### config.mk
export PLATFORM = sky130hd
export DESIGN_NAME = pipeline_stall_controller_flat
export DESIGN_NICKNAME = d
export VERILOG_FILES = /design/src/rtl/pipeline_stall_controller_pkg.sv /design/src/rtl/pipeline_stall_controller_if.sv /design/src/rtl/pipeline_stall_controller_sat_counter.sv /design/src/rtl/pipeline_stall_controller.sv /design/src/flat_wrapper.sv
export SDC_FILE = /design/constraint.sdc
export NUM_CORES = 1
export LEC_CHECK = 0
export BUFFER_PORTS_ARGS = -buffer_cell sky130_fd_sc_hd__buf_4
export CAP_MARGIN = 20
export CELL_PAD_IN_SITES_DETAIL_PLACEMENT = 1
export CELL_PAD_IN_SITES_GLOBAL_PLACEMENT = 2
export CORE_MARGIN = 1.5
export CORE_UTILIZATION = 35
export DETAILED_ROUTE_END_ITERATION = 8
export GPL_TIMING_DRIVEN = 1
export PLACE_DENSITY = 0.88
export SYNTH_ARGS = -nofsm -noshare
export SYNTH_HDL_FRONTEND = slang
export SYNTH_SLANG_ARGS = --single-unit
### constraint.sdc
create_clock -name clk -period 4.6 [get_ports clk]
set_input_delay 0.46 -clock clk [delete_from_list [all_inputs] [get_ports clk]]
set_output_delay 0.46 -clock clk [all_outputs]
set_load 0.01 [all_outputs]
### src/rtl/pipeline_stall_controller_pkg.sv
// Shared state encodings, default parameters and control-word constants for the stall controller.
package pipeline_stall_controller_pkg;

    typedef enum logic [1:0] {
        ST_RUN      = 2'd0,
        ST_MEM_WAIT = 2'd1,
        ST_DRAIN    = 2'd2,
        ST_HALTED   = 2'd3
    } state_e;

    localparam int unsigned DEF_CNT_W        = 32;
    localparam int unsigned DEF_DRAIN_CYCLES = 4;
    localparam int unsigned DEF_MEM_TIMEOUT  = 64;

    // One pipeline control word: enables and bubble selects driven to the stage registers.
    typedef struct packed {
        logic pc_write;
        logic if_id_write;
        logic id_ex_bubble;
        logic ex_mem_write;
        logic mem_wb_bubble;
    } pipe_ctrl_t;

    // Free-running pipeline.
    localparam pipe_ctrl_t CTRL_RUN    = '{1'b1, 1'b1, 1'b0, 1'b1, 1'b0};
    // Data-memory freeze: everything holds, MEM/WB receives a NOP.
    localparam pipe_ctrl_t CTRL_FREEZE = '{1'b0, 1'b0, 1'b0, 1'b0, 1'b1};
    // Front-end stall: PC and IF/ID hold, ID/EX gets a bubble, back end keeps moving.
    localparam pipe_ctrl_t CTRL_BUBBLE = '{1'b0, 1'b0, 1'b1, 1'b1, 1'b0};
    // Reset / halted: nothing written, both bubble muxes select NOP.
    localparam pipe_ctrl_t CTRL_IDLE   = '{1'b0, 1'b0, 1'b1, 1'b0, 1'b1};

    // Bits needed to hold values 0..max_val (at least one bit).
    function automatic int unsigned cnt_width(input int unsigned max_val);
        return (max_val < 2) ? 1 : $clog2(max_val + 1);
    endfunction

endpackage

### src/rtl/pipeline_stall_controller_if.sv
// Hazard/memory/halt requests in, pipeline-register enables and status out.
interface pipeline_stall_controller_if #(
    parameter int unsigned CNT_W = 32
);
    logic             load_use_stall;
    logic             dmem_req;
    logic             dmem_ready;
    logic             halt_req;
    logic             pc_write;
    logic             IF_ID_write;
    logic             ID_EX_bubble;
    logic             EX_MEM_write;
    logic             MEM_WB_bubble;
    logic             halted;
    logic             mem_error;
    logic [CNT_W-1:0] stall_count;

    // Pipeline side: raises requests, consumes the control word.
    modport master (
        output load_use_stall, dmem_req, dmem_ready, halt_req,
        input  pc_write, IF_ID_write, ID_EX_bubble, EX_MEM_write, MEM_WB_bubble,
        input  halted, mem_error, stall_count
    );

    // Controller side.
    modport slave (
        input  load_use_stall, dmem_req, dmem_ready, halt_req,
        output pc_write, IF_ID_write, ID_EX_bubble, EX_MEM_write, MEM_WB_bubble,
        output halted, mem_error, stall_count
    );
endinterface

### src/rtl/pipeline_stall_controller_sat_counter.sv
// Saturating up-counter with synchronous active-low clear.
module pipeline_stall_controller_sat_counter #(
    parameter int unsigned WIDTH = 32
) (
    input  logic             clk,
    input  logic             clr_n,
    input  logic             en,
    output logic [WIDTH-1:0] count
);

    logic [WIDTH-1:0] count_q;
    logic [WIDTH-1:0] count_d;

    // Increment when enabled, sticking at all-ones.
    always_comb begin
        count_d = count_q;
        if (en && (count_q != '1)) begin
            count_d = count_q + WIDTH'(1);
        end
    end

    // Count register; clear has priority over enable.
    always_ff @(posedge clk) begin
        if (!clr_n) begin
            count_q <= '0;
        end else begin
            count_q <= count_d;
        end
    end

    assign count = count_q;

endmodule

### src/rtl/pipeline_stall_controller.sv
// Pipeline stall/freeze arbiter with halt drain, memory-wait timeout and stall-cycle counter.
module pipeline_stall_controller
    import pipeline_stall_controller_pkg::*;
#(
    parameter int unsigned CNT_W        = DEF_CNT_W,
    parameter int unsigned DRAIN_CYCLES = DEF_DRAIN_CYCLES,
    parameter int unsigned MEM_TIMEOUT  = DEF_MEM_TIMEOUT
) (
    input  logic                          clk,
    input  logic                          reset,
    pipeline_stall_controller_if.slave    bus
);

    localparam int unsigned DRAIN_W = cnt_width(DRAIN_CYCLES - 1);
    localparam int unsigned WAIT_W  = cnt_width(MEM_TIMEOUT - 1);

    localparam logic [DRAIN_W-1:0] DRAIN_INIT = DRAIN_W'(DRAIN_CYCLES - 1);
    localparam logic [WAIT_W-1:0]  WAIT_LAST  = WAIT_W'(MEM_TIMEOUT - 1);

    state_e             state_q,     state_d;
    logic [DRAIN_W-1:0] drain_cnt_q, drain_cnt_d;
    logic [WAIT_W-1:0]  wait_cnt_q,  wait_cnt_d;
    logic               halted_q,    halted_d;
    logic               mem_error_q, mem_error_d;

    pipe_ctrl_t         ctrl_c;
    logic               mem_freeze_c;
    logic               stall_en_c;
    logic [CNT_W-1:0]   stall_count_c;

    assign mem_freeze_c = bus.dmem_req && !bus.dmem_ready;

    // State register; reset discards any drain or wait in progress.
    always_ff @(posedge clk) begin
        if (!reset) begin
            state_q     <= ST_RUN;
            drain_cnt_q <= '0;
            wait_cnt_q  <= '0;
            halted_q    <= 1'b0;
            mem_error_q <= 1'b0;
        end else begin
            state_q     <= state_d;
            drain_cnt_q <= drain_cnt_d;
            wait_cnt_q  <= wait_cnt_d;
            halted_q    <= halted_d;
            mem_error_q <= mem_error_d;
        end
    end

    // Next-state: memory wait outranks halt; load-use stalls never leave RUN.
    always_comb begin
        state_d     = state_q;
        drain_cnt_d = drain_cnt_q;
        wait_cnt_d  = wait_cnt_q;
        halted_d    = halted_q;
        mem_error_d = mem_error_q;
        case (state_q)
            ST_RUN: begin
                if (mem_freeze_c) begin
                    state_d    = ST_MEM_WAIT;
                    wait_cnt_d = WAIT_W'(1);
                end else if (bus.halt_req) begin
                    state_d     = ST_DRAIN;
                    drain_cnt_d = DRAIN_INIT;
                end
            end
            ST_MEM_WAIT: begin
                if (bus.dmem_ready) begin
                    state_d    = ST_RUN;
                    wait_cnt_d = '0;
                end else if (wait_cnt_q == WAIT_LAST) begin
                    state_d     = ST_HALTED;
                    mem_error_d = 1'b1;
                    halted_d    = 1'b1;
                end else begin
                    wait_cnt_d = wait_cnt_q + WAIT_W'(1);
                end
            end
            ST_DRAIN: begin
                // A memory freeze stalls the drain without consuming a cycle of it.
                if (!mem_freeze_c) begin
                    if (drain_cnt_q == '0) begin
                        state_d  = ST_HALTED;
                        halted_d = 1'b1;
                    end else begin
                        drain_cnt_d = drain_cnt_q - DRAIN_W'(1);
                    end
                end
            end
            ST_HALTED: begin
                state_d = ST_HALTED;
            end
            default: begin
                state_d = ST_RUN;
            end
        endcase
    end

    // Same-cycle control word from current state and requests.
    always_comb begin
        ctrl_c = CTRL_RUN;
        if (!reset) begin
            ctrl_c = CTRL_IDLE;
        end else begin
            case (state_q)
                ST_RUN: begin
                    if (mem_freeze_c) begin
                        ctrl_c = CTRL_FREEZE;
                    end else if (bus.halt_req || bus.load_use_stall) begin
                        ctrl_c = CTRL_BUBBLE;
                    end
                end
                ST_MEM_WAIT: ctrl_c = CTRL_FREEZE;
                ST_DRAIN:    ctrl_c = mem_freeze_c ? CTRL_FREEZE : CTRL_BUBBLE;
                ST_HALTED:   ctrl_c = CTRL_IDLE;
                default:     ctrl_c = CTRL_IDLE;
            endcase
        end
    end

    // Count every stalled cycle except while halted or in reset.
    assign stall_en_c = reset && !ctrl_c.pc_write && (state_q != ST_HALTED);

    pipeline_stall_controller_sat_counter #(
        .WIDTH (CNT_W)
    ) u_stall_counter (
        .clk   (clk),
        .clr_n (reset),
        .en    (stall_en_c),
        .count (stall_count_c)
    );

    assign bus.pc_write      = ctrl_c.pc_write;
    assign bus.IF_ID_write   = ctrl_c.if_id_write;
    assign bus.ID_EX_bubble  = ctrl_c.id_ex_bubble;
    assign bus.EX_MEM_write  = ctrl_c.ex_mem_write;
    assign bus.MEM_WB_bubble = ctrl_c.mem_wb_bubble;
    assign bus.halted        = halted_q;
    assign bus.mem_error     = mem_error_q;
    assign bus.stall_count   = stall_count_c;

endmodule

### src/flat_wrapper.sv
// flat-port wrapper written by rule: the top's interface ports become plain ports
module pipeline_stall_controller_flat import pipeline_stall_controller_pkg::*;
#(
    parameter int unsigned CNT_W        = DEF_CNT_W,
    parameter int unsigned DRAIN_CYCLES = DEF_DRAIN_CYCLES,
    parameter int unsigned MEM_TIMEOUT  = DEF_MEM_TIMEOUT
)
  (clk, reset, bus_load_use_stall, bus_dmem_req, bus_dmem_ready, bus_halt_req, bus_pc_write, bus_IF_ID_write, bus_ID_EX_bubble, bus_EX_MEM_write, bus_MEM_WB_bubble, bus_halted, bus_mem_error, bus_stall_count);
  pipeline_stall_controller_if #(.CNT_W(CNT_W)) bus_i ();
  input  logic clk;
  input  logic reset;
  input wire logic [$bits(bus_i.load_use_stall)-1:0] bus_load_use_stall;
  input wire logic [$bits(bus_i.dmem_req)-1:0] bus_dmem_req;
  input wire logic [$bits(bus_i.dmem_ready)-1:0] bus_dmem_ready;
  input wire logic [$bits(bus_i.halt_req)-1:0] bus_halt_req;
  output wire logic [$bits(bus_i.pc_write)-1:0] bus_pc_write;
  output wire logic [$bits(bus_i.IF_ID_write)-1:0] bus_IF_ID_write;
  output wire logic [$bits(bus_i.ID_EX_bubble)-1:0] bus_ID_EX_bubble;
  output wire logic [$bits(bus_i.EX_MEM_write)-1:0] bus_EX_MEM_write;
  output wire logic [$bits(bus_i.MEM_WB_bubble)-1:0] bus_MEM_WB_bubble;
  output wire logic [$bits(bus_i.halted)-1:0] bus_halted;
  output wire logic [$bits(bus_i.mem_error)-1:0] bus_mem_error;
  output wire logic [$bits(bus_i.stall_count)-1:0] bus_stall_count;
  assign bus_i.load_use_stall = bus_load_use_stall;
  assign bus_i.dmem_req = bus_dmem_req;
  assign bus_i.dmem_ready = bus_dmem_ready;
  assign bus_i.halt_req = bus_halt_req;
  assign bus_pc_write = bus_i.pc_write;
  assign bus_IF_ID_write = bus_i.IF_ID_write;
  assign bus_ID_EX_bubble = bus_i.ID_EX_bubble;
  assign bus_EX_MEM_write = bus_i.EX_MEM_write;
  assign bus_MEM_WB_bubble = bus_i.MEM_WB_bubble;
  assign bus_halted = bus_i.halted;
  assign bus_mem_error = bus_i.mem_error;
  assign bus_stall_count = bus_i.stall_count;
  pipeline_stall_controller #(.CNT_W(CNT_W), .DRAIN_CYCLES(DRAIN_CYCLES), .MEM_TIMEOUT(MEM_TIMEOUT)) u_core (.clk(clk), .reset(reset), .bus(bus_i));
endmodule
; ---- Word-level counts from Yosys, hierarchy flattened
; Cells that the tools add are included.
[totals]
regBits = 44
latch_bits = 0
ramBits = 0
romBits = 0
inputBits = 6
wordCells = 70
n_memories = 0
[classes]
add_sub_neg = 3
multipliers = 0
div = 0
n_lt_le_gt_ge = 0
n_eq_ne = 17
shift = 0
mux = 26
bitwise = 1
n_reduce_logical = 17
[ops]
columns = operator, n
row1 = $add A32 B1 Y32 const B, 1
row2 = $ne A32 B32 Y1 const B, 1
row3 = $mux W2, 10
row4 = $pmux W5 S4, 1
row5 = $mux W6, 3
row6 = $mux W5, 3
row7 = $ne A2 B2 Y1 const B, 6
row8 = $pmux W6 S2, 1
row9 = $reduce_and A5 Y1, 2
row10 = $pmux W2 S4, 1
row11 = $add A6 B1 Y6 const B, 1
row12 = $eq A6 B6 Y1 const B, 1
row13 = $ne A2 B1 Y1 const B, 3
row14 = $ne A3 B2 Y1 const B, 2
row15 = $reduce_and A3 Y1, 2
row16 = $reduce_bool A2 Y1, 3
row17 = $eq A2 B2 Y1 const B, 2
row18 = $logic_and A1 B1 Y1, 4
row19 = $logic_not A2 Y1, 2
row20 = $mux W1, 4
row21 = $pmux W2 S2, 1
row22 = $reduce_and A4 Y1, 1
row23 = $mux W3, 1
row24 = $ne A3 B3 Y1 const B, 1
row25 = 6 further kinds, 7

; ---- Depth between registers and ports, before layout
[logic_depth]
ltp_word = 9
ltp_mapped = 8
ltp_nobuf = 6

; ---- By module
; Synthesis repeated with hierarchy kept, for this count alone.
[unflattened]
cells_unflattened = 294
area_unflattened_um2 = 2409.8
[modules_own_cells]
columns = module, n_inst, cells_each, area_per_inst_um2, seq_area_each_um2
row1 = pipeline_stall_controller_sat_counter, 1, 200, 1704.1, 640.6
row2 = pipeline_stall_controller, 1, 94, 705.7, 240.2

; ---- Least setup slack after synthesis
; Ideal clock, no wire load.
[synth_path]
kind = reg-to-reg
startpoint = register u_core.u_stall_counter.count_q[0] (netlist: u_core.u_stall_counter.count[0])
endpoint = register u_core.u_stall_counter.count_q[23] (netlist: u_core.u_stall_counter.count[23])
arrival_time_ps = 1814
required_time_ps = 4465
slack_ps = 2651
path_stages_with_launch = 9
path_cell_list = dfxtp_1 ha_1 and3_1 and4_4 and4_4 buf_6 buf_2 o311ai_0 o41ai_1
[synth_via]
elab_chain_len = 2
[synth_rtl]
columns = item, line
row1 = from (decl), pipeline_stall_controller_sat_counter.sv:11  ; logic [WIDTH-1:0] count_q;
row2 = from (signal assigned), pipeline_stall_controller_sat_counter.sv:27  ; count_q <= count_d;
row3 = branches (longest 2 deep; another with $add A32 B1 Y32), --
; Parallel ways; which one is timed is not known.
; A chain may end at the register's enable or synchronous reset.

; ---- Worst setup path after layout
[layout_path]
startpoint = register u_core.u_stall_counter.count_q[12] (netlist: u_core.u_stall_counter.count[12])
endpoint = register u_core.u_stall_counter.count_q[18] (netlist: u_core.u_stall_counter.count[18])
; Same word-level chain as after synthesis.

==> key figures <==
Logic synthesis
  • Post-Syn Area: ~2400 um2
  • Avg Cell Area, Syn: slightly above 8 um2
  • Post-Syn Nets: 307
  • Syn Inst Count: between 200 and 300
  • Synth warn: 0
  • Seq/Total Area, Yosys: 36.4%
  • Post-synth cell types: between 40 and 50
  • Seq cells post-synth: 44

Min path
  • Hold Crit Class: in -> reg
  • HP Start: bus_dmem_ready

Setup path
  • Setup crit end: u_core.u_stall_counter.count[18]$_SDFFE_PN0P_
  • Crit path from: u_core.u_stall_counter.count[12]$_SDFFE_PN0P_
  • Critical Path RT: about 4800 ps
  • Reg2reg setup slack: between 2000 and 2500 ps
  • Reg2reg end: u_core.u_stall_counter.count[18]$_SDFFE_PN0P_
  • Critical path arrival: between 2000 and 2500 ps
  • Crit. End Element: flip-flop
  • Reg-to-reg startpoint: u_core.u_stall_counter.count[12]$_SDFFE_PN0P_
  • Critical path class: reg -> reg
  • Setup crit start kind: flip-flop
  • Crit Path Max Fanout: 11
  • FF-to-FF path depth: 5

Floorplan
  • Core Footprint: roughly 6700 um2
  • Row count: 30
  • Initial Util: 36.0%
  • Io pins: 45
  • Die Area: 7420 um2
  • Die width: ~86 um
  • Die height: ~86 um

GRT
  • Initial antenna violation count: 0
  • Vias in the first global route: 2264
  • Total GRT Usage: a little under a fifth
  • First-pass GRT wire length: roughly 11000 um
  • Grt ovf: 0
  • Largest net degree at the start of global routing: 29

Placed design
  • Placed instance area: between 2000 and 3000 um2
  • Placed Cells: about 410
  • Hpwl dp: ~4700 um
  • Final GP Congestion: 0.740
  • Port bufs: 44

Cells and area
  • Post-layout nets: roughly 340
  • Antenna diodes: 0
  • Register Area: slightly below 900 um2
  • Final Instance Count excl. Fillers: between 400 and 500
  • Multi-input logic area: approximately 1400 um2
  • Most frequent cells in the layout: 46 x buf_4, 44 x dfxtp_1, 30 x a21oi_1
  • Most common cell after layout, fill and taps aside: buf_4
  • Area grow syn2layout: 18.3%
  • Filler instances: roughly 830
  • Design area: 2860 um2
  • Layout cells sized above 1: 19.0%

Clocking
  • # H-tree levels: 2
  • CTS clock-pin slew for the worst setup and hold paths: 80 ps
  • # clock sinks: 44
  • TritonCTS Buffers: 5
  • Root buf cell: clkbuf_8
  • CTS tree: done
  • CTS Hold Bufs: 0
  • Post-CTS Setup Inserts: 0
  • Post-CTS Resized: 0
  • Clock latency on the worst-skew pair: 300 ps
  • Clk buf depth: 2

Routing
  • Detailed Routing Iterations Pass 1: 4
  • Post-DRT Antenna Nets: 0
  • Total wire length: between 6000 and 7000 um
  • DR WL/cell: 15.6 um
  • Vias: 2407
  • DR iter-0 viols: 65
  • Drt via density: ~5.8
  • # DRC: 0

Timing
  • Slew headroom: about two fifths
  • Fin. Hold Viols: 0
  • Slew @ Worst Pin: 917 ps
  • Setup repair after global routing missed its margin: false
  • Post-route setup TNS: 0 ps
  • Minimum period implied by the final worst setup slack: 2300 ps
  • Final Slew Violations: 0
  • Worst-case clock skew: a little over 5 ps
  • Fmax: around 0.43 GHz
  • Setup-failing EPs final: 0
  • Final worst-path cycle share: around half

Run
  • Max Cap Viol: 0

Pwr
  • Power per cell area: between 200 and 300 nW/um2
  • P_leak: between 1 and 1.5 nW
  • Worst VDD drop: about 0.12 mV

Run status
  • Status: completed
power breakdown:
group / switching [W] / leakage, nW / internal (W) / total [W]
combinational: 0.0000575 / 0.613 / 0.0000410 / 0.0000985
clock: 0.000133 / 0.0455 / 0.000123 / 0.000255
sequential: 0.0000206 / 0.356 / 0.000394 / 0.000414
cells by family after synthesis:
family | count (synthesis) | share of synthesized area, %
and+or+nand+nor | 135 | 32.6
AOI/OAI and AO/OA | 79 | 20.4
DFF | 44 | 36.4
muxes | 7 | 2.90
buffers and inverters | 30 | 6.05
adders and majority gates | 3 | 1.55
flip-flops by register name (all words and copies together) (netlist names):
signal	flops
u_core.state_q	2
u_core.bus.mem_error	1
u_core.bus.halted	1
u_core.wait_cnt_q	6
u_core.drain_cnt_q	2
u_core.u_stall_counter.count	32
worst min path at each step:
stage / cells after the start / to
2_1_floorplan: 1 / u_core.wait_cnt_q[5]$_SDFFE_PN0P_
3_3_place_gp: 1 / u_core.wait_cnt_q[5]$_SDFFE_PN0P_
3_5_place_dp: 2 / u_core.bus.mem_error$_SDFFE_PN0P_
4_1_cts: 2 / u_core.state_q[0]$_SDFFE_PN0P_
5_1_grt: 2 / u_core.state_q[0]$_SDFFE_PN0P_
6_report: 2 / u_core.state_q[0]$_SDFFE_PN0P_
cell type report:
| type | instances | area share [%] |
|---|---|---|
| Tap cell | 80 | 3.50 |
| Multi-Input combinational cell | 224 | 48.6 |
| Timing Repair Buffer | 47 | 12.2 |
| Inverter | 13 | 1.71 |
| Sequential cell | 44 | 30.8 |
| Clock buffer | 8 | 3.15 |
worst max-delay path, cell delays in order (launching register included):
cell,delay [ps]
dfxtp_1,430
nand4_1,300
or2_2,400
nor3_1,740
nor4_1,160
mux2i_1,160
layer usage:
metal | up-vias | routed length [um] | global-route usage [%]
li1 | 1198 | - | -
met1 | 1164 | 3060 | 24.6
met4 | 0 | 62 | 5.28
met2 | 39 | 3120 | 30.5
met5 | - | 0 | 0
met3 | 6 | 237 | 3.18
Yosys cell counts, drive strengths merged:
master / number / area share [%]
a2111oi: 1 / 0.36
a211oi: 2 / 0.62
a21oi: 30 / 6.2
a2bb2oi: 1 / 0.36
a311o: 1 / 0.41
a311oi: 1 / 0.36
a31oi: 3 / 0.78
and2: 2 / 0.52
and3: 7 / 2.1
and4: 6 / 2.4
buf: 10 / 2.9
clkbuf: 7 / 1.1
dfxtp: 44 / 36
ha: 3 / 1.6
inv: 13 / 2.0
mux2i: 7 / 2.9
nand2: 29 / 4.5
nand2b: 8 / 2.1
nand3: 15 / 3.1
nand4: 10 / 2.6
nor2: 16 / 2.8
nor2b: 1 / 0.36
nor3: 3 / 0.62
nor4: 6 / 2.4
o211ai: 3 / 0.93
o21a: 1 / 0.31
o21ai: 14 / 2.9
o311a: 1 / 0.47
o311ai: 2 / 0.72
o31ai: 17 / 5.3
o32ai: 1 / 0.36
o41ai: 1 / 0.36
or2: 3 / 0.78
or3: 11 / 2.8
or4: 18 / 5.6
per-stage QoR:
| step | setup slack [ps] | utilization, % | hold slack [ps] | total power (W) |
|---|---|---|---|---|
| floorplan | 2650 | - | 433 | 0.000483 |
| global placement | 2370 | 41.2 | 462 | 0.000521 |
| detailed placement | 2290 | 41.2 | 470 | 0.000522 |
| CTS | 2280 | 42.5 | 388 | 0.000780 |
| global route | 2000 | 42.6 | 390 | 0.000810 |
| finish | 2300 | 42.6 | 396 | 0.000768 |
Power figures use the tool's default switching activity.
